$ cat src/rtl/seq_stage_ctrl.sv
// rtl/seq_stage_ctrl.sv - multi-cycle fetch/decode/execute/memory/writeback sequencer
// Moore stage strobes, registered status and a retired-instruction counter.
module seq_stage_ctrl (
    input  logic        clk,
    input  logic        rst_n,
    input  logic        start,
    input  logic [3:0]  icode,
    input  logic        instr_valid,
    input  logic        imem_error,
    input  logic        imem_ready,
    input  logic        mem_access,
    input  logic        dmem_ready,
    input  logic        dmem_error,
    output logic [2:0]  stage,
    output logic        fetch_en,
    output logic        dec_en,
    output logic        exe_en,
    output logic        mem_en,
    output logic        wb_en,
    output logic        pc_en,
    output logic [2:0]  stat,
    output logic        halted,
    output logic [31:0] instr_count
);

    typedef enum logic [2:0] {
        S_IDLE      = 3'd0,
        S_FETCH     = 3'd1,
        S_DECODE    = 3'd2,
        S_EXECUTE   = 3'd3,
        S_MEMORY    = 3'd4,
        S_WRITEBACK = 3'd5,
        S_PCUPD     = 3'd6,
        S_HALT      = 3'd7
    } state_t;

    localparam logic [2:0] STAT_AOK = 3'd1;
    localparam logic [2:0] STAT_HLT = 3'd2;
    localparam logic [2:0] STAT_ADR = 3'd3;
    localparam logic [2:0] STAT_INS = 3'd4;

    state_t      state_q;
    state_t      state_d;
    logic [2:0]  stat_q;
    logic [2:0]  stat_d;
    logic [31:0] count_q;

    always_ff @(posedge clk) begin
        if (!rst_n) begin
            state_q <= S_IDLE;
            stat_q  <= STAT_AOK;
            count_q <= 32'd0;
        end else begin
            state_q <= state_d;
            stat_q  <= stat_d;
            if (state_q == S_PCUPD) begin
                count_q <= count_q + 32'd1;
            end
        end
    end

    always_comb begin
        state_d = state_q;
        stat_d  = stat_q;
        case (state_q)
            S_IDLE: begin
                if (start) begin
                    state_d = S_FETCH;
                end
            end
            S_FETCH: begin
                // Address fault outranks illegal instruction, which outranks halt.
                if (imem_ready) begin
                    if (imem_error) begin
                        stat_d  = STAT_ADR;
                        state_d = S_HALT;
                    end else if (!instr_valid) begin
                        stat_d  = STAT_INS;
                        state_d = S_HALT;
                    end else if (icode == 4'h0) begin
                        stat_d  = STAT_HLT;
                        state_d = S_HALT;
                    end else begin
                        state_d = S_DECODE;
                    end
                end
            end
            S_DECODE:    state_d = S_EXECUTE;
            S_EXECUTE:   state_d = S_MEMORY;
            S_MEMORY: begin
                if (!mem_access) begin
                    state_d = S_WRITEBACK;
                end else if (dmem_ready) begin
                    if (dmem_error) begin
                        stat_d  = STAT_ADR;
                        state_d = S_HALT;
                    end else begin
                        state_d = S_WRITEBACK;
                    end
                end
            end
            S_WRITEBACK: state_d = S_PCUPD;
            S_PCUPD:     state_d = S_FETCH;
            S_HALT:      state_d = S_HALT;
            default:     state_d = S_IDLE;
        endcase
    end

    always_comb begin
        fetch_en = 1'b0;
        dec_en   = 1'b0;
        exe_en   = 1'b0;
        mem_en   = 1'b0;
        wb_en    = 1'b0;
        pc_en    = 1'b0;
        case (state_q)
            S_FETCH:     fetch_en = 1'b1;
            S_DECODE:    dec_en   = 1'b1;
            S_EXECUTE:   exe_en   = 1'b1;
            S_MEMORY:    mem_en   = 1'b1;
            S_WRITEBACK: wb_en    = 1'b1;
            S_PCUPD:     pc_en    = 1'b1;
            default:     ;
        endcase
    end

    assign stage       = state_q;
    assign stat        = stat_q;
    assign halted      = (state_q == S_HALT);
    assign instr_count = count_q;

endmodule

$ cat config.mk
export PLATFORM = sky130hd
export DESIGN_NAME = seq_stage_ctrl
export DESIGN_NICKNAME = d
export VERILOG_FILES = /design/src/rtl/seq_stage_ctrl.sv
export SDC_FILE = /design/constraint.sdc
export NUM_CORES = 1
export LEC_CHECK = 0
export ABC_CLOCK_PERIOD_IN_PS = 5900
export CAP_MARGIN = 20
export CORE_ASPECT_RATIO = 0.75
export CORE_MARGIN = 2
export CORE_UTILIZATION = 40
export CTS_CLUSTER_DIAMETER = 50
export DETAILED_ROUTE_END_ITERATION = 6
export PLACE_DENSITY = 0.7
export RECOVER_POWER = 50
export SETUP_SLACK_MARGIN = 0.3
export SYNTH_ARGS = -nofsm -noshare
export SYNTH_HDL_FRONTEND = slang
export SYNTH_SLANG_ARGS = --single-unit
$ cat constraint.sdc
create_clock -name clk -period 5.9 [get_ports clk]
set_input_delay 0.885 -clock clk [delete_from_list [all_inputs] [get_ports clk]]
set_output_delay 0.885 -clock clk [all_outputs]
set_load 0.01 [all_outputs]
==> impl_metrics.toml, run 1 <==
[sta]
slew_viol_final = 0
worst_pin_slew_ns = 1.02
fin_crit_ns = 2.90
slew_headroom_pct = 31.8
max_freq_ghz = 0.345
skew_ns = 0.00427
setup_violations = 0
min_period_over_period_pct = 49.1
grt_setup_unrepaired = "no"
hold_viol_final = 0
fin_tns_setup_ns = 0
setup_ws_ns = 3.00

[route]
drt_first_pass_iters = 4
drc = 0
final_antenna_net_count = 0
viasPerCell = 5.71
drtIter0Drc = 100
vias = 1942
wl_mm = 4.76
drt-wirelength-per-cell_um = 14.0

[logic_synthesis]
synth.distinct_cells = 40
synth_top_area_cell = "dfxtp_1"
synthTopCellsByArea = "dfxtp_1 39%, a21oi_1 5.4%, or4_1 5.4%, o31ai_1 4.6%, nand4_1 3.9%"
synth_xor_area_share_pct = 5.39
synth-simple-area-share_pct = 34.2
synthMuxAreaShare_pct = 2.05
yosys_most_used_dff = "dfxtp_1"
synth-compound-area-share_pct = 14.4
ys_seq_area_share_pct = 39.0
ys_ff_latch = 38
synth_top_area_share_pct = 39.0
yosys_warnings = 0
ys_async_sr_fraction_pct = 0
syn_area_sq_um = 1950
synth_adder_area_share_pct = 0.642
synth_edf_count = 0
synth_top_family_by_area = "simple AND/OR/NAND/NOR gates"
synthesis.nets = 247
synthCells = 233
synth_area_per_cell_sq_um = 8.37

[die]
die_h_um = 64.5
die_w_um = 84.6
rows = 21
die_area_sq_um = 5450
start_util_pct = 42.6
ioPinCount = 58
coreArea_sq_um = 4570

[global_route]
grt_max_degree = 33
grt_use_met2_pct = 26.2
grt_pass1_vias = 1710
grt_util_met1_pct = 25.8
grt_pass1_wl_mm = 7.98
gr-total-overflow = 0
grt_antenna_before_repair = 0
grtUsageMet3_pct = 4.08
grtUsageTotal_pct = 18.1
busiest_layer = "met2"

[critical_path]
end_kind = "output port"
critical_path_arrival_ns = 2.01
critical_path.slowest_cell = "clkdlybuf4s50_1"
cp-start-kind = "flip-flop"
worstPathRequired_ns = 5.02
critical_path.max_stage_delay_ns = 0.63
worstPathMaxFanout = 17
critPathBufInv = 1
setup.worst_path.class = "reg -> out"
path_cells = "nor3b_1, clkdlybuf4s50_1"
reg2reg_slack_ns = 3.58
cp_top_family = "buffers and inverters"

[placement]
placed_cell_area_sq_um = 2530
pre_cts_slack_ns = 3.24
routabilityCongestion = 0.792
io_buffers = 57
place_hpwl_mm = 3.41

[clock_tree]
cts_hold_buffers = 0
cts_resized = 0
cts_tree = "done"
post-cts-setup-buffer-count = 0
clk_latency_ns = 0.29
cts_made_buffers = 5
clk_pin_slew_ns = 0.07
cts_sinks = 38
root_buffer = "clkbuf_8"
cts-htree-levels = 2
cts_max_path_buffers = 2

[run]
drv_cap = 0

[cells_and_area]
multi_input_area_sq_um = 1110
register_area_sq_um = 761
synthToLayoutAreaGrowth_pct = 33.6
fillCellCount = 435
fin_util_pct = 57.0
final_area_sq_um = 2600
drive_above_1_share_pct = 4.24
diodes = 0
nets = 297

[power_and_ir_drop]
vdd_drop_max_mv = 0.110
p_leak_nw = 0.987
powerDensity_nw_per_um2 = 199

[run_status]
status = "finished clean"

[worst_hold_path]
hold_path_class = "reg -> reg"
worst register-to-register path, cell delays in order (launching register included):
cell	delay, ns
dfxtp_1	0.62
and4b_1	0.47
nand4_1	0.40
or4_1	0.61
a21oi_1	0.14
flip-flops by register name, indices dropped and copies added (netlist names):
register     flops
instr_count     32
stat             3
stage            3
layout make-up:
| type | instances | area share, % |
|---|---|---|
| well taps | 57 | 2.74 |
| flip-flops and latches | 38 | 29.2 |
| repair buffers | 57 | 21.9 |
| inverters | 5 | 0.721 |
| multi-input cells | 176 | 42.5 |
| clock buffers | 7 | 2.93 |
final timing paths:
| kind | end | startpoint | depth (start not counted) |
|---|---|---|---|
| setup / recovery | mem_en | stage[2] | 2 |
| hold / removal | stat[2] | stat[2] | 2 |
| setup reg to reg | instr_count[31] | stage[2] | 4 |
| hold reg to reg | stat[2] | stat[2] | 2 |
synthesized netlist by cell type, drive strengths merged (8+ instances only):
library cell / count
nand3: 12
a21oi: 21
clkbuf: 10
nand2: 16
o31ai: 12
o21ai: 9
or4: 15
xor2: 8
nand4: 14
dfxtp: 38
nor2: 16
metal layers:
metal / up-vias / part of all wire (%)
met2: 62 / 42
met1: 895 / 50
met3: 7 / 6.4
met5: - / 0
met4: 0 / 1.7
li1: 978 / -
logic make-up (layout without fill, tap and decap cells):
| kind of cell | count (synthesis) | after routing |
|---|---|---|
| flip-flops | 38 | 38 |
| AND/OR/NAND/NOR | 112 | 112 |
| AO/OA/AOI/OAI | 47 | 47 |
| adder cells (fa/ha/maj) | 1 | 1 |
| multiplexers | 4 | 4 |
| buffers and inverters | 19 | 69 |
| XOR/XNOR | 12 | 12 |
stage by stage:
step	total power, mW	cells	hold slack [ns]
2_1_floorplan	0.320	233	0.492
3_3_place_gp	0.358	333	0.472
3_5_place_dp	0.359	333	0.466
4_1_cts	0.526	340	0.476
5_1_grt	0.546	340	0.517
6_report	0.519	340	0.471
placed cells by master (no fill, tap or decap), types with 2 or more instances in the layout:
master           synthesis  routed
dlygate4sd3_1            0      38
dfxtp_1                 38      38
a21oi_1                 21      21
clkdlybuf4s50_1          0      19
nor2_1                  16      16
nand2_1                 16      16
or4_1                   14      14
nand4_1                 12      12
nand3_1                 12      12
o31ai_1                 12      12
o21ai_0                  9       9
xor2_1                   8       8
and3_1                   6       6
or3_1                    6       6
inv_1                    5       5
clkbuf_8                 0       5
nor3b_1                  4       4
nor3_1                   4       4
mux2i_1                  4       4
xnor2_1                  4       4
nand2b_1                 4       4
nor4_1                   3       3
and3b_1                  2       2
and4_1                   2       2
nand4_2                  2       2
clkbuf_1                10       2
where the power goes:
| part | switching, mW | internal [mW] |
|---|---|---|
| Combinational | 0.0323 | 0.0408 |
| Sequential | 0.0165 | 0.263 |
| Clock | 0.0855 | 0.0813 |
Note: power is estimated with default switching activity, not from simulation.
==> inputs of run 2 (changes only) <==
Settings changed: ABC_CLOCK_PERIOD_IN_PS 5900 to 2500, PLACE_DENSITY 0.7 to 0.72.
Clock period 5.9 ns to 2.5 ns, I/O delays scaled along.
==> run 2 against run 1 <==
Wire length grew 5.1%; first-iteration DRC count increased by 55%; setup slack worse by 2.6 ns; utilization increased by 2.7 points; critical endpoint unchanged; sequential share of layout area decreased by 1.2 points; worst hold slack gained 0.011 ns.
==> impl_metrics.toml, run 2 (synthesized netlist as in run 1, its figures left out) <==
[route]
drtIter0Drc = 155
vias = 1971
wl_mm = 5.01
viasPerCell = 5.68
final_antenna_net_count = 0
drt_first_pass_iters = 4
drt-wirelength-per-cell_um = 14.4
drc = 0

[global_route]
grtUsageMet3_pct = 4.97
grt_pass1_wl_mm = 8.79
busiest_layer = "met2"
grt_use_met2_pct = 30.5
grt_max_degree = 23
grt_util_met1_pct = 27.4
gr-total-overflow = 0
grt_pass1_vias = 1848
grt_antenna_before_repair = 0
grtUsageTotal_pct = 19.8

[critical_path]
cp_top_family = "buffers and inverters"
cp-startpoint = "stage[2]"
reg2reg_slack_ns = 0.42
regToRegStartpoint = "instr_count[7]"
critPathBufInv = 2
worstPathRequired_ns = 2.12
worstPathMaxFanout = 15
critical_path.slowest_cell = "clkdlybuf4s50_1"
critical_path.max_stage_delay_ns = 0.59
cp-start-kind = "flip-flop"
setup.worst_path.class = "reg -> out"
critical_path_arrival_ns = 1.71
path_cells = "buf_4, nor3b_2, clkdlybuf4s50_1"
end_kind = "output port"

[clock_tree]
cts_sinks = 38
cts_max_path_buffers = 2
cts-htree-levels = 2
post-cts-setup-buffer-count = 0
cts_hold_buffers = 0
root_buffer = "clkbuf_8"
cts_made_buffers = 5
cts_tree = "done"
clk_pin_slew_ns = 0.08
clk_latency_ns = 0.30

[die]
ioPinCount = 58
die_w_um = 84.6
die_h_um = 64.5
start_util_pct = 42.6
die_area_sq_um = 5450
coreArea_sq_um = 4570
rows = 21

[sta]
skew_ns = 0.0112
grt_setup_unrepaired = "no"
slew_headroom_pct = 67.8
fin_crit_ns = 2.08
fin_tns_setup_ns = 0
max_freq_ghz = 0.480
slew_viol_final = 0
hold_viol_final = 0
setup_violations = 0
worst_pin_slew_ns = 0.479
min_period_over_period_pct = 83.4

[cells_and_area]
drive_above_1_share_pct = 8.28
synthToLayoutAreaGrowth_pct = 40.0
layout_commonest_cell = "dfxtp_1"
largest_reg_flops = 32
diodes = 0
mostFrequentLayoutCells = "36 x dfxtp_1, 34 x clkdlybuf4s50_1, 23 x dlygate4sd3_1"
nets = 303
fillCellCount = 418

[power_and_ir_drop]
power_mw = 1.47
p_leak_nw = 0.994
vdd_drop_max_mv = 0.256
powerDensity_nw_per_um2 = 540

[placement]
io_buffers = 57
routabilityCongestion = 0.759
place_hpwl_mm = 3.51

[worst_hold_path]
min_from = "stat[2]"
hold_path_class = "reg -> reg"

[run_status]
status = "finished clean"

[run]
drv_cap = 0
## run 2: changes by cell type in the layout (fill, tap and decap cells not counted), sizes merged
cell / change
bufinv: +2
buf: +5
clkbuf: -1
clkdlybuf4s50: +15
dlygate4sd3: -15
clkinv: +1
## run 2: path summary, 6_finish.rpt
check | end | cells past startpoint
max | mem_en | 3
min | stat[2] | 2
max reg2reg | instr_count[24] | 4
min reg2reg | stat[2] | 2
## run 2: per-stage QoR
step / hold slack [ns] / setup WS (ns) / std cells / instance area (sq um) / utilization [%]
after detailed placement: 0.467 / 0.319 / 339 / 2580 / 56.5
after floorplan: 0.492 / 0.403 / 233 / 1950 / -
after global routing: 0.492 / 0.244 / 347 / 2730 / 59.7
after global placement: 0.470 / 0.398 / 339 / 2580 / 56.5
after CTS: 0.481 / 0.322 / 347 / 2730 / 59.7
final: 0.482 / 0.415 / 347 / 2730 / 59.7
## run 2: what timing repair did
action | in CTS | in global routing
resized for setup | 2 | 3
pin swaps | 0 | 0
setup endpoints to repair | 2 | 10
## run 2: metal layers
metal	vias to the layer above	part of all wire (%)
met5	-	0
met4	0	0.92
met3	5	6.7
met2	65	45
met1	914	48
li1	987	-
## run 2: layout make-up
type	count	area [sq um]	share of cell area, %
inverter	5	18.8	0.688
clock buffer	5	68.8	2.52
sequential	38	763	28.0
tap	57	71.3	2.61
clock inverter	3	68.8	2.52
timing repair buffer	63	624	22.9
multi-input combinational	176	1110	40.8
## run 2: tightest hold or removal path: cells and delay by family, from the launching register on
kind             cells  cell delay, ns
flip-flops           1            0.32
AO/OA/AOI/OAI        1            0.06
AND/OR/NAND/NOR      1            0.06
## run 2: power breakdown
part	internal [mW]	total, mW	switching [mW]
sequential	0.622	0.654	0.0317
combinational	0.106	0.191	0.0856
clock	0.400	0.628	0.228
